### src/rtl/traffic_light_monitor.sv
// Receive-side checker for the four intersection light buses: decodes the active
// phase, tracks rotation order and dwell, and latches sticky violation flags.
module traffic_light_monitor #(
    parameter int GREEN_CYCLES  = 16,
    parameter int YELLOW_CYCLES = 4,
    parameter int DW            = 5
) (
    input  logic          clk,
    input  logic          rst,
    input  logic [2:0]    north_light,
    input  logic [2:0]    west_light,
    input  logic [2:0]    south_light,
    input  logic [2:0]    east_light,
    input  logic          err_clr,
    output logic          phase_valid,
    output logic [1:0]    cur_dir,
    output logic          cur_yellow,
    output logic [DW-1:0] dwell,
    output logic          phase_change,
    output logic          cycle_done,
    output logic [4:0]    err_flags,
    output logic          err_any
);
    localparam logic [DW-1:0] GLIM = DW'(GREEN_CYCLES);
    localparam logic [DW-1:0] YLIM = DW'(YELLOW_CYCLES);
    localparam logic [DW-1:0] DMAX = '1;

    localparam int ENC = 0, CONFLICT = 1, IDLE = 2, SEQ = 3, TIMING = 4;

    logic [3:0][2:0] lights;
    assign lights = {east_light, south_light, west_light, north_light};

    // Sample decode
    logic       enc, conflict, idle;
    logic [2:0] nonred;
    logic [1:0] s_dir;
    logic       s_yel;

    always_comb begin
        enc    = 1'b0;
        nonred = 3'd0;
        s_dir  = 2'd0;
        s_yel  = 1'b0;
        for (int i = 0; i < 4; i++) begin
            if (lights[i] != 3'b001 && lights[i] != 3'b010 && lights[i] != 3'b100)
                enc = 1'b1;
            if (lights[i] != 3'b100) begin
                nonred = nonred + 3'd1;
                s_dir  = 2'(i);
                s_yel  = (lights[i] == 3'b010);
            end
        end
    end

    assign conflict = (nonred >= 3'd2);
    assign idle     = (nonred == 3'd0);

    logic          synced, synced_n;
    logic          valid_n, pc_n, cd_n;
    logic [1:0]    dir_n, succ_dir;
    logic          yel_n, succ_yel;
    logic [DW-1:0] dwell_n, limit;
    logic [4:0]    viol, flags_n;

    // Legal successor of the held phase: green(d)->yellow(d), yellow(d)->green(d+1)
    assign succ_yel = ~cur_yellow;
    assign succ_dir = cur_yellow ? cur_dir + 2'd1 : cur_dir;
    assign limit    = cur_yellow ? YLIM : GLIM;

    always_comb begin
        viol     = 5'd0;
        valid_n  = 1'b0;
        pc_n     = 1'b0;
        cd_n     = 1'b0;
        synced_n = synced;
        dir_n    = cur_dir;
        yel_n    = cur_yellow;
        dwell_n  = dwell;
        viol[ENC]      = enc;
        viol[CONFLICT] = conflict;
        viol[IDLE]     = idle;
        if (enc || conflict || idle) begin
            synced_n = 1'b0;
        end else begin
            valid_n = 1'b1;
            if (s_dir == cur_dir && s_yel == cur_yellow) begin
                // Flag only the crossing sample so a long overstay reports once
                if (dwell == limit) viol[TIMING] = 1'b1;
                if (dwell != DMAX) dwell_n = dwell + 1'b1;
            end else begin
                if (synced) begin
                    if (s_dir != succ_dir || s_yel != succ_yel) viol[SEQ] = 1'b1;
                    if (dwell != limit) viol[TIMING] = 1'b1;
                    cd_n = cur_yellow && cur_dir == 2'd3 && !s_yel && s_dir == 2'd0;
                end
                synced_n = 1'b1;
                dir_n    = s_dir;
                yel_n    = s_yel;
                dwell_n  = DW'(1);
                pc_n     = 1'b1;
            end
        end
        flags_n = (err_clr ? 5'd0 : err_flags) | viol;
    end

    always_ff @(posedge clk or posedge rst) begin
        if (rst) begin
            phase_valid  <= 1'b0;
            cur_dir      <= 2'd0;
            cur_yellow   <= 1'b0;
            dwell        <= '0;
            phase_change <= 1'b0;
            cycle_done   <= 1'b0;
            err_flags    <= 5'd0;
            err_any      <= 1'b0;
            synced       <= 1'b1;
        end else begin
            phase_valid  <= valid_n;
            cur_dir      <= dir_n;
            cur_yellow   <= yel_n;
            dwell        <= dwell_n;
            phase_change <= pc_n;
            cycle_done   <= cd_n;
            err_flags    <= flags_n;
            err_any      <= |flags_n;
            synced       <= synced_n;
        end
    end
endmodule

### config.mk
export PLATFORM = sky130hd
export DESIGN_NAME = traffic_light_monitor
export DESIGN_NICKNAME = d
export VERILOG_FILES = /design/src/rtl/traffic_light_monitor.sv
export SDC_FILE = /design/constraint.sdc
export NUM_CORES = 1
export LEC_CHECK = 0
export BUFFER_PORTS_ARGS = -buffer_cell sky130_fd_sc_hd__buf_2
export CORE_MARGIN = 2
export CORE_UTILIZATION = 59
export CTS_BUF_LIST = sky130_fd_sc_hd__clkbuf_8
export CTS_CLUSTER_SIZE = 12
export DETAILED_ROUTE_END_ITERATION = 8
export GPL_ROUTABILITY_DRIVEN = 0
export PLACE_DENSITY = 0.95
export SLEW_MARGIN = 40
export SYNTH_ARGS = -nofsm -noshare
export SYNTH_HDL_FRONTEND = slang
export SYNTH_SLANG_ARGS = --single-unit
### constraint.sdc
create_clock -name clk -period 4.6 [get_ports clk]
set_input_delay 0.92 -clock clk [delete_from_list [all_inputs] [get_ports clk]]
set_output_delay 0.92 -clock clk [all_outputs]
set_load 0.03 [all_outputs]
==> results of run 1 <==
-- cells in the final DEF, fill, tap and decap left out, types with 2 or more instances in the layout --
cell	Yosys	final
o21ai_0	4	4
nand2b_1	4	4
nand4_1	2	2
buf_2	1	31
mux2i_1	3	3
clkbuf_8	0	3
nor4_1	5	5
dfrtp_1	17	17
or2_2	2	2
nand2_1	8	8
nor3b_2	1	2
ha_1	6	6
or3b_1	2	2
nor3b_1	3	2
and3_1	5	5
nor2b_1	2	2
a22o_1	2	2
inv_1	14	15
nor2_1	7	7
o211ai_2	2	2
nor4b_1	2	2
a22oi_1	2	2
xnor2_1	6	6
o22ai_1	2	2
nand3_1	5	5
a31oi_1	3	3
mux2_2	2	2
-- critical path: stages --
cell,delay [ns]
buf_2,0.13
nor3b_1,0.59
ha_1,0.39
inv_1,0.12
xnor2_1,0.20
inv_1,0.08
ha_1,0.31
or2_2,0.31
mux2i_1,0.20
a31o_2,0.29
nand2_1,0.13
inv_1,0.13
mux2_2,0.34
-- metrics by stage --
step	total power [uW]	cells	hold WS (ns)	setup WS, ns
floorplan	245	140	0.486	0.924
global placement	272	197	0.523	0.587
detailed placement	278	197	0.505	0.381
CTS	388	201	0.526	0.635
global route	404	201	0.566	0.345
finish	386	201	0.531	0.602
-- flip-flops by register name (all words and copies together) (netlist names) --
signal / count
phase_valid: 1
synced: 1
cycle_done: 1
phase_change: 1
dwell: 5
err_flags: 5
cur_yellow: 1
cur_dir: 2
err_any: 1
-- kinds of logic after synthesis --
kind of cell,share of synthesized area
AO/OA/AOI/OAI,0.191
XOR/XNOR,0.0461
adder cells (fa/ha/maj),0.0565
buffers and inverters,0.0461
flip-flops,0.340
multiplexers,0.0480
AND/OR/NAND/NOR,0.272
-- how the worst max path moves through the flow --
| stage | to | slack [ns] | cells after the start |
|---|---|---|---|
| finish | cur_yellow$_DFFE_PP0P_ | 0.60 | 13 |
| global route | cur_yellow$_DFFE_PP0P_ | 0.34 | 13 |
| CTS | cur_yellow$_DFFE_PP0P_ | 0.64 | 13 |
| detailed placement | cur_yellow$_DFFE_PP0P_ | 0.38 | 13 |
| global placement | cur_dir[1]$_DFFE_PP0P_ | 0.59 | 13 |
| floorplan | cur_dir[1]$_DFFE_PP0P_ | 0.92 | 12 |
-- power breakdown --
group          internal, uW  leakage [uW]  switching (uW)
combinational          36.7      0.000462            64.3
clock                  59.2     0.0000269            50.6
sequential              167      0.000217            8.26
total                   263      0.000706             123
-- metal layers --
| layer | track usage | vias to the layer above | wire (um) |
|---|---|---|---|
| met5 | 0 | - | 0 |
| met4 | 0.0921 | 0 | 87 |
| met3 | 0.0497 | 14 | 190 |
| met2 | 0.489 | 64 | 1640 |
| met1 | 0.307 | 592 | 1220 |
| li1 | - | 601 | - |
-- final cells by class --
cell class,count,area (um^2),share of cell area
inverter,14,52.6,0.0337
multi-input combinational,106,821,0.526
sequential,18,452,0.289
timing repair buffer,31,155,0.0994
clock buffer,3,41.3,0.0265
tap,28,35.0,0.0225
clock inverter,1,3.75,0.00241
==> qor.csv, run 1 <==
stage;metric;value;unit
die;pin_count;32;
place;placed_cell_area;0.00152;mm^2
clock_tree;cts_tree;done;
timing;rsz0062_at_grt;no;
global_route;grt_pass1_vias;1194;
die;fp.dieH;51.5;um
timing;worst_pin_slew;0.697;ns
place;port_buffers;31;
synth;synthMostInstantiatedCell;dfrtp_1;
routing;firstDrtPassIters;4;
global_route;grt_max_degree;19;
routing;wire_per_inst;15.6;um
worst_setup_path;cp_data_required_time;4.73;ns
clock_tree;h-tree-depth;1;
timing;fin_setup_tns;0;ns
timing;min_period;4.00;ns
cells_and_area;final_cell_area;0.00156;mm^2
cells_and_area;nets;195;
min_path;whs_path_depth;2;
global_route;grt_pass1_wl;5290;um
timing;finalHoldViolations;0;
pwr;p_leak;0.000706;uW
synth;synth_warnings;0;
die;rows;17;
worst_setup_path;ff2ff_setup_slack;2.50;ns
cells_and_area;drive_gt1_frac;0.289;
timing;finalClockSkew;0.00897;ns
routing;dr_total_vias;1271;
clock_tree;cts_resized;0;
synth;synth_top_area_cell;dfrtp_1;
synth;netlist_area;0.00133;mm^2
synth;synthArstFlopShare;1.00;
die;die-area;0.00265;mm^2
synth;ys.flop_type;dfrtp_1;
timing;relSlewSlack;0.534;
global_route;antenna_found_initial;0;
routing;detail-route-antenna-nets;0;
routing;dr.first_iter.drc_count;80;
clock_tree;root_buffer;clkbuf_8;
synth;synth_edf_count;0;
global_route;grt.overflow.total;0;
cells_and_area;final_core_util;0.719;
clock_tree;numCtsBuffers;3;
worst_setup_path;r2r_start;cur_dir[1]$_DFFE_PP0P_;
synth;synth-seq-area-share;0.340;
timing;maxSlewViolCount;0;
clock_tree;clk_latency;0.25;ns
worst_setup_path;crit_start;west_light[1];
die;core_region_area;0.00217;mm^2
global_route;grt_use_total;0.267;
routing;finalWirelength;3140;um
synth;netlist_top_cells_count;dfrtp_1 (17), inv_1 (14), nand2_1 (8);
synth;synth.top_cell.area_share;0.320;
min_path;min_path_type;reg2reg;
die;die_w;51.5;um
clock_tree;clock-sinks;18;
worst_setup_path;crit_arrival;4.13;ns
worst_setup_path;worstPathMaxFanout;9;
clock_tree;postCtsSetupBuffers;0;
synth;synthTopCellsByArea;dfrtp_1 (32%), ha_1 (5.6%), inv_1 (4.0%);
routing;drc_errors;0;
cells_and_area;area_growth;17.4;%
min_path;holdPathEnd;synced$_DFFE_PP1P_;
synth;yosysUniqueCellTypes;54;
worst_setup_path;r2r_cells;6;
cells_and_area;diodes;0;
timing;clock.fmax;250;MHz
synth;syn-num-nets;161;
worst_setup_path;cp-start-kind;input port;
timing;period_share;0.869;
routing;via_per_inst;6.32;
synth;synthCells;140;
clock_tree;clkTransAtPathRegs;0.06;ns
worst_setup_path;critPathKind;in2reg;
worst_setup_path;endpoint_kind;flip-flop;
worst_setup_path;regToRegEndpoint;dwell[1]$_DFFE_PP0P_;
die;start_util;0.612;
run;max_cap_viol_count;0;
clock_tree;hold_buffers;0;
synth;ys_seq_elements;18;
pwr;vdd_drop_max;185;uV
pwr;power.density;247;mW/mm^2
cells_and_area;fillerInstances;165;
timing;finalSetupViolations;0;
run_status;status;completed;
place;hpwl;2450;um
clock_tree;cts_buffer_depth;2;
synth;avgSynthCellArea;9.49;um^2
min_path;hold_start;synced$_DFFE_PP1P_;
Note: power is estimated with default switching activity, not from simulation.
==> run 2, diff against run 1 <==
--- a/config.mk
+++ b/config.mk
@@ -7,12 +7,12 @@
 export LEC_CHECK = 0
 export BUFFER_PORTS_ARGS = -buffer_cell sky130_fd_sc_hd__buf_2
 export CORE_MARGIN = 2
-export CORE_UTILIZATION = 59
+export CORE_UTILIZATION = 35
 export CTS_BUF_LIST = sky130_fd_sc_hd__clkbuf_8
 export CTS_CLUSTER_SIZE = 12
 export DETAILED_ROUTE_END_ITERATION = 8
 export GPL_ROUTABILITY_DRIVEN = 0
-export PLACE_DENSITY = 0.95
+export PLACE_DENSITY = 0.65
 export SLEW_MARGIN = 40
 export SYNTH_ARGS = -nofsm -noshare
 export SYNTH_HDL_FRONTEND = slang
==> qor.csv, run 2 (synthesized netlist as in run 1, its figures left out) <==
stage;metric;value;unit;change
pwr;vdd_drop_max;102;uV;-45%
min_path;hold_start;synced$_DFFE_PP1P_;;
cells_and_area;layout_common_cells;buf_2 (31), dfrtp_1 (17), inv_1 (14), nand2_1 (8), nor2_1 (7);;
timing;min_period;3.70;ns;-0.303 ns
routing;drc_errors;0;;unchanged
clock_tree;hold_buffers;0;;unchanged
die;die_w;65.6;um;+28%
worst_setup_path;worstPathMaxFanout;9;;unchanged
min_path;whs_path_depth;2;;unchanged
worst_setup_path;cp-start-kind;input port;;
worst_setup_path;critPathMostFrequentCell;inv_1;;
cells_and_area;reg_top3;dwell (5), err_flags (5), cur_dir (2);;
routing;dr_total_vias;1213;;-4.6%
min_path;holdPathEnd;synced$_DFFE_PP1P_;;
run;max_cap_viol_count;0;;unchanged
routing;firstDrtPassIters;4;;unchanged
die;pin_count;32;;unchanged
pwr;p_leak;0.000717;uW;+1.5%
timing;finalSetupViolations;0;;unchanged
place;port_buffers;31;;unchanged
global_route;grt_pass1_wl;5330;um;+0.64%
clock_tree;root_buffer;clkbuf_8;;
die;start_util;0.363;;-0.250
cells_and_area;nets;197;;+1.0%
clock_tree;h-tree-depth;1;;unchanged
pwr;power.density;251;mW/mm^2;+1.4%
routing;detail-route-antenna-nets;0;;unchanged
cells_and_area;final_core_util;0.438;;-0.281
die;die-area;0.00431;mm^2;+63%
min_path;min_path_type;reg2reg;;
routing;dr.first_iter.drc_count;77;;-3.8%
routing;finalWirelength;3030;um;-3.4%
timing;fin_setup_tns;0;ns;unchanged
cells_and_area;area_growth;20.8;%;
die;rows;22;;+5
cells_and_area;fillerInstances;366;;+120%
worst_setup_path;r2r_start;cur_yellow$_DFFE_PP0P_;;
cells_and_area;diodes;0;;unchanged
worst_setup_path;endpoint_kind;flip-flop;;
cells_and_area;drive_gt1_frac;0.297;;+0.00813
pwr;p_sw;123;uW;-0.49%
clock_tree;clkTransAtPathRegs;0.07;ns;about the same
worst_setup_path;path_cells;buf_2 -> nor3b_1 -> ha_1 -> inv_1 -> xnor2_1 -> inv_1 -> ha_1 -> or2_2 -> mux2i_1 -> a31o_2 -> nand2_1 -> inv_1 -> mux2_2;;
pwr;pwr-share-seq;0.435;;-0.019
pwr;clockPowerShare;0.317;;+0.032
worst_setup_path;critPathKind;in2reg;;
place;hpwl;2430;um;-0.99%
timing;worst_pin_slew;0.710;ns;+0.0126 ns
pwr;p_sw_frac;0.305;;-0.0147
routing;wire_per_inst;13.6;um;-13%
clock_tree;cts_buffer_depth;2;;unchanged
global_route;grt_pass1_vias;1224;;+2.5%
timing;finalClockSkew;0.00579;ns;-0.00318 ns
global_route;grt.overflow.total;0;;unchanged
timing;finalHoldViolations;0;;unchanged
worst_setup_path;ff2ff_setup_slack;2.50;ns;about the same
worst_setup_path;cp_data_required_time;4.74;ns;about the same
worst_setup_path;slowest_stage;nor3b_1;;
die;core_region_area;0.00366;mm^2;+69%
worst_setup_path;r2r_cells;5;;-1
clock_tree;clock-sinks;18;;unchanged
run_status;status;completed;;
global_route;grt_use_total;0.158;;-0.109
clock_tree;clk_latency;0.25;ns;about the same
timing;period_share;0.803;;-0.0658
die;fp.dieH;65.6;um;+28%
clock_tree;cts_tree;done;;
clock_tree;cts_resized;0;;unchanged
worst_setup_path;regToRegEndpoint;dwell[4]$_DFFE_PP0P_;;
worst_setup_path;crit_path_max_incr_delay;0.39;ns;-0.20 ns
timing;rsz0062_at_grt;no;;
pwr;p_int;280;uW;+6.6%
pwr;combPwrFrac;0.248;;-0.014
global_route;antenna_found_initial;0;;unchanged
timing;maxSlewViolCount;0;;unchanged
clock_tree;numCtsBuffers;3;;unchanged
timing;relSlewSlack;0.527;;-0.00741
cells_and_area;final_common_cell;buf_2;;
routing;via_per_inst;5.44;;-14%
worst_setup_path;crit_arrival;3.84;ns;-0.29 ns
global_route;grt_max_degree;19;;unchanged
clock_tree;postCtsSetupBuffers;0;;unchanged
timing;clock.fmax;271;MHz;+8.2%
-- run 2: cell count changes in the layout (fill, tap and decap cells not counted), sizes merged --
cell / previous run / this run
clkbuf: 3 / 4
buf: 31 / 33
inv: 15 / 14
-- run 2: final cells by class --
type / instances / area, um^2 / share of cell area
multi-input cells: 106 / 816 / 0.508
repair buffers: 33 / 170 / 0.106
well taps: 48 / 60.1 / 0.0374
clock buffers: 4 / 55.1 / 0.0343
inverters: 14 / 52.6 / 0.0327
flip-flops and latches: 18 / 452 / 0.281
-- run 2: critical path, delay by kind of cell --
family,cells,cell delay (ns)
mux,2,0.52
xor+xnor,1,0.19
buf+inv,4,0.45
simple gates,3,0.82
fa+ha+maj,2,0.64
compound gates,1,0.29
-- run 2: how the worst max path moves through the flow --
| stage | from | to |
|---|---|---|
| after global placement | north_light[1] | cur_yellow$_DFFE_PP0P_ |
| after detailed placement | north_light[1] | dwell[0]$_DFFE_PP0P_ |
| after CTS | north_light[1] | cur_yellow$_DFFE_PP0P_ |
| after floorplan | west_light[1] | cur_dir[1]$_DFFE_PP0P_ |
| final | north_light[1] | cur_yellow$_DFFE_PP0P_ |
| after global routing | north_light[1] | dwell[0]$_DFFE_PP0P_ |
-- run 2: power by group through the flow --
stage	logic (uW)	registers (uW)	clock network [uW]
floorplan	50.5	194	0
global placement	97.1	178	0
detailed placement	100	178	0
CTS	100	175	130
global route	111	177	140
finish	99.8	175	128
-- run 2: layer usage --
layer,GRT usage,vias up,share of wire
met3,0.0274,2,0.042
met4,0.0521,0,0.0059
met5,0,-,0
met2,0.282,30,0.50
met1,0.191,580,0.45
li1,-,601,-
-- run 2: metrics by stage --
step                      power (uW)  instances  area (um^2)  hold slack [ns]  worst slack [ns]
after floorplan                  245        140         1330            0.486             0.924
after global placement           275        219         1550            0.523             0.788
after detailed placement         279        219         1550            0.504             0.675
after CTS                        406        223         1610            0.516             0.916
after global routing             427        223         1610            0.544             0.572
final                            403        223         1610            0.519             0.904
==> run 3, diff against run 2 <==
--- a/config.mk
+++ b/config.mk
@@ -5,6 +5,7 @@
 export SDC_FILE = /design/constraint.sdc
 export NUM_CORES = 1
 export LEC_CHECK = 0
+export ABC_AREA = 1
 export BUFFER_PORTS_ARGS = -buffer_cell sky130_fd_sc_hd__buf_2
 export CORE_MARGIN = 2
 export CORE_UTILIZATION = 35
@@ -12,7 +13,7 @@
 export CTS_CLUSTER_SIZE = 12
 export DETAILED_ROUTE_END_ITERATION = 8
 export GPL_ROUTABILITY_DRIVEN = 0
-export PLACE_DENSITY = 0.65
+export PLACE_DENSITY = 0.67
 export SLEW_MARGIN = 40
 export SYNTH_ARGS = -nofsm -noshare
 export SYNTH_HDL_FRONTEND = slang
==> constraint.sdc (replaced) <==
create_clock -name clk -period 3.29 [get_ports clk]
set_input_delay 0.658 -clock clk [delete_from_list [all_inputs] [get_ports clk]]
set_output_delay 0.658 -clock clk [all_outputs]
set_load 0.03 [all_outputs]
==> qor.csv, run 3 <==
stage;metric;value;unit;change
routing;detail-route-antenna-nets;0;;unchanged
cells_and_area;final_common_cell;nand2_1;;
synth;synthArstFlopShare;1.00;;unchanged
run_status;status;completed;;
worst_setup_path;slowest_stage;ha_1;;
synth;synth_warnings;0;;unchanged
synth;synthCells;192;;+37%
synth;netlist_area;0.00136;mm^2;+2.5%
timing;period_share;0.780;;
global_route;grt_pass1_vias;1184;;-3.3%
synth;ys_seq_elements;18;;unchanged
routing;dr_total_vias;1264;;+4.2%
die;start_util;0.369;;+0.00645
clock_tree;cts_tree;done;;
worst_setup_path;crit_arrival;2.74;ns;-1.10 ns
synth;synth-seq-area-share;0.331;;-0.00843
timing;rsz0062_at_grt;no;;
clock_tree;clock-sinks;18;;unchanged
cells_and_area;diodes;0;;unchanged
die;rows;22;;unchanged
timing;finalClockSkew;0.00375;ns;-0.00204 ns
worst_setup_path;crit_path_max_incr_delay;0.26;ns;-0.13 ns
die;fp.dieH;66.4;um;+1.2%
timing;maxSlewViolCount;0;;unchanged
worst_setup_path;critPathKind;in2reg;;
clock_tree;clkTransAtPathRegs;0.06;ns;about the same
routing;firstDrtPassIters;6;;+2
global_route;grt.overflow.total;0;;unchanged
synth;syn-num-nets;213;;+32%
clock_tree;clk_latency;0.25;ns;about the same
clock_tree;postCtsSetupBuffers;0;;unchanged
place;pre_cts_slack;0.472;ns;-0.203 ns
synth;synthMostInstantiatedCell;nand2_1;;
global_route;grt_pass1_wl;4820;um;-9.6%
synth;synthTopCellsByArea;dfrtp_1 (31%), nand2_1 (14%), inv_1 (7.7%);;
synth;synth.top_cell.area_share;0.312;;-0.00794
clock_tree;cts_buffer_depth;2;;unchanged
timing;clock.fmax;390;MHz;
routing;via_per_inst;4.60;;-15%
clock_tree;numCtsBuffers;3;;unchanged
cells_and_area;reg_top3;dwell (5), err_flags (5), cur_dir (2);;
cells_and_area;nets;249;;+26%
synth;yosysUniqueCellTypes;26;;-52%
clock_tree;cts_resized;0;;unchanged
synth;ys.flop_type;dfrtp_1;;
routing;finalWirelength;2620;um;-14%
global_route;grt_use_total;0.138;;-0.0197
synth;netlist_top_cells_count;nand2_1 (51), inv_1 (28), nand3_1 (20);;
run;max_cap_viol_count;0;;unchanged
timing;relSlewSlack;0.565;;+0.0382
cells_and_area;drive_gt1_frac;0.295;;-0.00199
worst_setup_path;cp_data_required_time;3.47;ns;-1.27 ns
routing;wire_per_inst;9.53;um;-30%
pwr;vdd_drop_max;222;uV;+120%
timing;finalHoldViolations;0;;unchanged
worst_setup_path;ff2ff_setup_slack;1.64;ns;-0.86 ns
die;pin_count;32;;unchanged
place;hpwl;2180;um;-10%
synth;avgSynthCellArea;7.10;um^2;-25%
place;port_buffers;31;;unchanged
routing;dr.first_iter.drc_count;61;;-21%
worst_setup_path;path_cells;buf_2 -> inv_1 -> nand3_2 -> inv_1 -> ha_1 -> inv_1 -> nand2_1 -> nand2_1 -> ha_1 -> or2_1 -> nand2_1 -> nand2_4 -> nor2_8 -> nand2_2 -> nand2_2 -> o21ai_1 -> o21ai_1;;
cells_and_area;layout_common_cells;nand2_1 (51), buf_2 (31), inv_1 (28), nand3_1 (20), dfrtp_1 (17);;
pwr;p_leak;0.000924;uW;+29%
synth;synth_edf_count;0;;unchanged
min_path;min_path_type;in2async;;
timing;fin_ws;0.725;ns;-0.179 ns
timing;min_period;2.56;ns;
timing;fin_setup_tns;0;ns;unchanged
worst_setup_path;worstPathMaxFanout;6;;-3
timing;finalSetupViolations;0;;unchanged
die;die-area;0.00441;mm^2;+2.4%
worst_setup_path;endpoint_kind;flip-flop;;
global_route;antenna_found_initial;0;;unchanged
cells_and_area;area_growth;19.8;%;
clock_tree;h-tree-depth;1;;unchanged
cells_and_area;final_core_util;0.443;;+0.00419
worst_setup_path;path_buf_inv;4;;unchanged
global_route;grt_max_degree;19;;unchanged
die;die_w;66.4;um;+1.2%
worst_setup_path;cp-start-kind;input port;;
clock_tree;hold_buffers;0;;unchanged
clock_tree;root_buffer;clkbuf_8;;
pwr;power.density;387;mW/mm^2;+54%
routing;drc_errors;0;;unchanged
synth;synth_top_area_cell;dfrtp_1;;
worst_setup_path;cp_top_family;simple AND/OR/NAND/NOR gates;;
die;core_region_area;0.00369;mm^2;+0.75%
timing;worst_pin_slew;0.652;ns;-0.0580 ns
==> run 3: changes by cell type after synthesis, moves of 5 or more <==
cell and change:
inv_2 +7, a21oi_1 +5, nand2_2 +7, nand3_1 +15, nor2_1 +6, nor4_1 -5
inv_1 +14, nand2_1 +43, o21ai_1 +6, and3_1 -5, xnor2_1 -5
==> run 3: kinds of logic (layout without fill, tap and decap cells) <==
group | count (synthesis) | after routing | share of synthesized area
compound gates | 17 | 17 | 0.0643
xor+xnor | 3 | 3 | 0.0193
fa+ha+maj | 6 | 6 | 0.0551
buf+inv | 36 | 71 | 0.100
flops | 18 | 18 | 0.332
simple gates | 112 | 112 | 0.430
==> run 3: final cells by class <==
cell class	instances	area [um^2]
Fill cell	387	2060
Tap cell	48	60.1
Sequential cell	18	452
Clock buffer	4	55.1
Inverter	36	136
Multi-Input combinational cell	138	774
Timing Repair Buffer	31	155
==> run 3: power breakdown <==
group	switching [uW]	total, uW	internal [uW]	leakage, uW
sequential	15.2	254	238	0.000203
combinational	138	205	67.0	0.000692
clock	67.3	173	106	0.0000288
total	221	632	411	0.000924
==> run 3: routing by layer <==
layer  up-vias  GRT usage  wire [um]
li1        669          -          -
met1       564      0.181       1290
met2        29      0.231       1200
met3         2     0.0273        115
met4         0     0.0357         17
met5         -          0          0
==> run 3: final timing paths <==
check	start	end	cells past startpoint
max in group asynchronous	rst	cur_yellow$_DFFE_PP0P_	2
min in group clk	err_flags[0]$_DFF_PP0_	err_flags[0]$_DFF_PP0_	2
worst min register to register	err_flags[0]$_DFF_PP0_	err_flags[0]$_DFF_PP0_	2
worst max-delay path	west_light[1]	dwell[0]$_DFFE_PP0P_	17
worst max register to register	cur_dir[0]$_DFFE_PP0P_	err_any$_DFF_PP0_	9
worst min-delay path	rst	err_any$_DFF_PP0_	2
==> run 3: through the flow <==
stage          total power, uW  cell area (um^2)  hold WS (ns)  cells
5_1_grt                    681              1630         0.532    275
4_1_cts                    642              1630         0.505    275
2_1_floorplan              410              1360         0.490    192
6_report                   632              1630         0.487    275
3_5_place_dp               464              1580         0.489    271
3_3_place_gp               462              1580         0.485    271
